[src/rtl/window_scanner.sv]
// Window scanner: captures one TILE x TILE pixel tile and emits every K x K
// window of it in raster order (row-major, column fastest), one window per
// accepted transfer on the output handshake.
module window_scanner #(
    parameter int PW     = 4,
    parameter int TILE   = 4,
    parameter int K      = 3,
    parameter int STRIDE = 1,
    localparam int N     = (TILE - K) / STRIDE + 1,
    localparam int IW    = (N > 1) ? $clog2(N) : 1
) (
    input  logic                     clk,
    input  logic                     rst,
    input  logic                     tile_valid,
    output logic                     tile_ready,
    input  logic [TILE*TILE*PW-1:0]  tile_pixels,
    output logic                     win_valid,
    input  logic                     win_ready,
    output logic [K*K*PW-1:0]        win_pixels,
    output logic [IW-1:0]            win_row,
    output logic [IW-1:0]            win_col,
    output logic                     win_last,
    input  logic                     flush,
    output logic                     busy,
    output logic                     state_dbg
);

    // Handshake rule for both ports: a beat moves on a rising edge where
    // valid and ready are both high. The producer holds valid and payload
    // stable until that edge; ready may change freely. The tile port is
    // ready only in IDLE, so a tile is captured at most once per scan.

    localparam logic [0:0] S_IDLE = 1'b0;
    localparam logic [0:0] S_SCAN = 1'b1;

    localparam logic [IW-1:0] LAST_IDX = IW'(N - 1);

    logic [0:0]               state_q;
    logic [IW-1:0]            row_q;
    logic [IW-1:0]            col_q;
    logic [TILE*TILE*PW-1:0]  tile_q;

    logic                     scanning;
    logic                     at_last;
    logic                     xfer;
    logic                     tile_accept;

    assign scanning    = (state_q == S_SCAN);
    assign at_last     = scanning && (row_q == LAST_IDX) && (col_q == LAST_IDX);
    assign xfer        = win_valid && win_ready;
    assign tile_accept = (state_q == S_IDLE) && tile_valid;

    // The tile port reports not-ready while reset is applied; afterwards
    // it simply follows the IDLE state.
    assign tile_ready = (state_q == S_IDLE) && !rst;
    assign win_valid  = scanning;
    assign busy       = scanning;
    assign win_last   = at_last;
    assign win_row    = row_q;
    assign win_col    = col_q;
    assign state_dbg  = state_q;

    // State, window position and tile register; flush beats a same-cycle
    // transfer, and the tile register loads only when a tile is accepted.
    always_ff @(posedge clk) begin
        if (rst) begin
            state_q <= S_IDLE;
            row_q   <= '0;
            col_q   <= '0;
            tile_q  <= '0;
        end else begin
            case (state_q)
                S_IDLE: begin
                    if (tile_accept) begin
                        tile_q  <= tile_pixels;
                        row_q   <= '0;
                        col_q   <= '0;
                        state_q <= S_SCAN;
                    end
                end
                S_SCAN: begin
                    if (flush) begin
                        row_q   <= '0;
                        col_q   <= '0;
                        state_q <= S_IDLE;
                    end else if (xfer) begin
                        if (at_last) begin
                            row_q   <= '0;
                            col_q   <= '0;
                            state_q <= S_IDLE;
                        end else if (col_q == LAST_IDX) begin
                            col_q <= '0;
                            row_q <= row_q + 1'b1;
                        end else begin
                            col_q <= col_q + 1'b1;
                        end
                    end
                end
                default: begin
                    state_q <= S_IDLE;
                end
            endcase
        end
    end

    // Window extraction: element (i,j) is tile pixel
    // (row*STRIDE+i, col*STRIDE+j), read straight from registered state so
    // the window holds steady under backpressure.
    always_comb begin
        win_pixels = '0;
        for (int i = 0; i < K; i++) begin
            for (int j = 0; j < K; j++) begin
                win_pixels[(i*K+j)*PW +: PW] =
                    tile_q[((int'(row_q)*STRIDE + i)*TILE + int'(col_q)*STRIDE + j)*PW +: PW];
            end
        end
    end

endmodule

[config.mk]
export PLATFORM = sky130hd
export DESIGN_NAME = window_scanner
export DESIGN_NICKNAME = d
export VERILOG_FILES = /design/src/rtl/window_scanner.sv
export SDC_FILE = /design/constraint.sdc
export NUM_CORES = 1
export LEC_CHECK = 0
export ABC_AREA = 1
export CAP_MARGIN = 20
export CORE_ASPECT_RATIO = 1.5
export CORE_MARGIN = 2
export CORE_UTILIZATION = 25
export CTS_CLUSTER_SIZE = 14
export DETAILED_ROUTE_END_ITERATION = 12
export PLACE_DENSITY = 0.53
export SLEW_MARGIN = 20
export SYNTH_ARGS = -nofsm -noshare
export SYNTH_HDL_FRONTEND = slang
export SYNTH_SLANG_ARGS = --single-unit
[constraint.sdc]
create_clock -name clk -period 2.66 [get_ports clk]
set_input_delay 0.532 -clock clk [delete_from_list [all_inputs] [get_ports clk]]
set_output_delay 0.532 -clock clk [all_outputs]
set_load 0.02 [all_outputs]
==> out/qor.csv <==
stage;metric;value;unit
floorplan;start_util;25.7;%
critical_path;cp-start-kind;register;
finish;final_nets;641;
synthesis;synth_commonest_cells;o21ai_0, nor2_1, dfxtp_1;
grt;gr-max-usage-layer;met2;
pwr;p_sw_share;30.5;%
critical_path;r2r_slack;1.09;ns
pwr;p_comb_share;26.6;%
finish;fillers;1339;
drt;vias_per_cell;4.77;
critical_path;path_max_fanout;15;
finish;area_delta_synth_final;49.6;%
synthesis;synth_top_area_share;41.7;%
floorplan;die_y;143;um
clocking;h-tree-depth;3;
synthesis;synth_flop_cell;dfxtp_1;
critical_path;critPathMaxStageDelay;0.67;ns
sta;period_minus_slack;2.56;ns
pwr;ir_worst_vdd;0.000285;V
pwr;p_sw;0.957;mW
synthesis;syn_nets;548;
outcome;outcome;finished clean;
synthesis;syn_avg_cell_area;6.72;um^2
sta;drv_slew;0;
clocking;cts_hold_buf;0;
floorplan;ioPinCount;112;
run;max_cap_violations;0;
pwr;clock_power_share;37.0;%
grt;grt_first_pass_wirelength;17.9;mm
place;post-dp-hpwl;8.65;mm
critical_path;end_kind;output port;
clocking;ctsLongestPathBuffers;2;
sta;tightest_slew;0.481;ns
place;port_buffers;111;
synthesis;netlist_area;3220;um^2
drt;num_vias;3493;
sta;final.setup.worst_slack;0.0952;ns
synthesis;synth_cells;479;
critical_path;path_cells;clkinvlp_4 > o21ai_0 > clkdlybuf4s50_1;
grt;gr-usage-met2;29.1;%
critical_path;crit_required;2.13;ns
grt;grt_use_total;16.6;%
drt;wl;11.7;mm
critical_path;critPathArrivalTime;2.03;ns
drt;drc;0;
clocking;cts_sinks;67;
clocking;clk_transition_reported_paths;0.06;ns
sta;min_period_over_period;96.4;%
place;dp_worst_setup_slack;0.208;ns
synthesis;synth.distinct_cells;19;
synthesis;synth_edf_count;0;
floorplan;rows;50;
synthesis;yosysMostFrequentCell;o21ai_0;
sta;whs;0.482;ns
synthesis;synth_top_cell_by_area;dfxtp_1;
floorplan;die_area;13800;um^2
worst_hold_path;hold_class;register to register;
drt;antenna_left;0;
synthesis;synthTopCellsByArea;dfxtp_1, o21ai_0, nor2_1, nand2_1, a21oi_1;
drt;drt_iter0_markers;208;
clocking;post-cts-setup-buffers;0;
grt;gr-usage-met1;19.4;%
pwr;power_frac_seq;36.4;%
drt;wire_per_inst;15.9;um
drt;firstDrtPassIters;5;
place;gp_congestion;0.823;
synthesis;synthArstFlopShare;0;%
floorplan;core;12500;um^2
pwr;internal-power;2.18;mW
clocking;cts-root-buf;clkbuf_16;
sta;hold_violations;0;
finish;diodes;0;
sta;max_freq;0.390;GHz
pwr;p_leak;2.21;nW
grt;grt_max_degree;68;
clocking;clock_latency;0.33;ns
synthesis;synth-seq-area-share;41.7;%
clocking;cts_tree;yes;
sta;finClkSkew;0.00486;ns
synthesis;ys_ff_latch;67;
synthesis;yosys_warnings;0;
grt;grtUsageMet3;3.52;%
clocking;numCtsBuffers;9;
finish;drive_gt1_share;5.37;%
grt;grt_overflow;0;
pwr;p_per_area;652;nW/um^2
grt;antenna_found_initial;0;
sta;slew_headroom;67.6;%
floorplan;die_width;96.6;um
critical_path;cp_slowest_cell;clkdlybuf4s50_1;
grt;grt_pass1_vias;3466;
critical_path;crit_type;register to output port;
sta;setup_viol;0;
-- worst max-delay path: cells and delay by family, from the launching register on --
kind,cells,cell delay [ns]
compound gates,1,0.33
buf+inv,2,0.95
flops,1,0.42
-- timing repair --
action,CTS,global route
endpoints found under the hold margin,0,0
setup endpoints to repair,13,27
gates resized for setup,11,24
-- power groups by stage --
| stage | combinational, mW | sequential, mW | clock, mW |
|---|---|---|---|
| after global routing | 0.902 | 1.15 | 1.23 |
| after detailed placement | 0.848 | 1.16 | 0 |
| final | 0.833 | 1.14 | 1.16 |
| after CTS | 0.847 | 1.14 | 1.19 |
| after global placement | 0.846 | 1.16 | 0 |
| after floorplan | 0.438 | 1.15 | 0 |
-- registers in the layout, indices dropped and copies added, names as in the netlist --
register / count
busy: 1
win_row: 1
tile_q: 64
win_col: 1
-- final timing paths --
check | start | end | cells after the start
max | win_row | win_pixels[11] | 3
min | tile_q[41] | tile_q[41] | 2
max reg2reg | busy | tile_q[43] | 5
min reg2reg | tile_q[41] | tile_q[41] | 2
-- stage by stage --
stage | utilization (%) | setup TNS (ns) | power, mW | area [um^2] | instances
after detailed placement | 35.6 | 0 | 2.01 | 4450 | 717
after global routing | 38.5 | -0.0132 | 3.29 | 4810 | 733
after floorplan | - | 0 | 1.58 | 3220 | 479
after global placement | 35.6 | 0 | 2.00 | 4450 | 717
after CTS | 37.9 | 0 | 3.17 | 4750 | 733
final | 38.5 | 0 | 3.14 | 4810 | 733
-- cell usage in the layout, fill, tap and decap left out, drive strengths merged --
master and instances:
o21ai 121, nor2 120, clkdlybuf4s50 87, dfxtp 67
nand2 60, a21oi 25, inv 23, dlymetal6s2s 20
clkbuf 13, buf 10, mux2i 7, nand3 5
o211ai 4, a22oi 4, dlygate4sd2 4, clkinvlp 3
o22ai 3, clkinv 1
-- layer usage --
metal	up-vias	wire length (um)
li1	1757	-
met1	1624	4940
met2	92	5930
met3	20	468
met4	0	349
met5	-	0
-- cells by family after synthesis --
family	after synthesis	synth area share, %
and+or+nand+nor	185	22.0
AOI/OAI and AO/OA	157	25.2
DFF	67	41.7
buffers and inverters	63	8.95
muxes	7	2.18
-- cell type report --
class | instances | area [um^2] | share of cell area, %
multi-input cells | 349 | 1590 | 33.1
flip-flops and latches | 67 | 1340 | 27.9
repair buffers | 121 | 1290 | 26.8
clock buffers | 13 | 280 | 5.83
well taps | 156 | 195 | 4.06
inverters | 24 | 93.8 | 1.95
clock inverters | 3 | 20.0 | 0.416
Power figures use the tool's default switching activity.
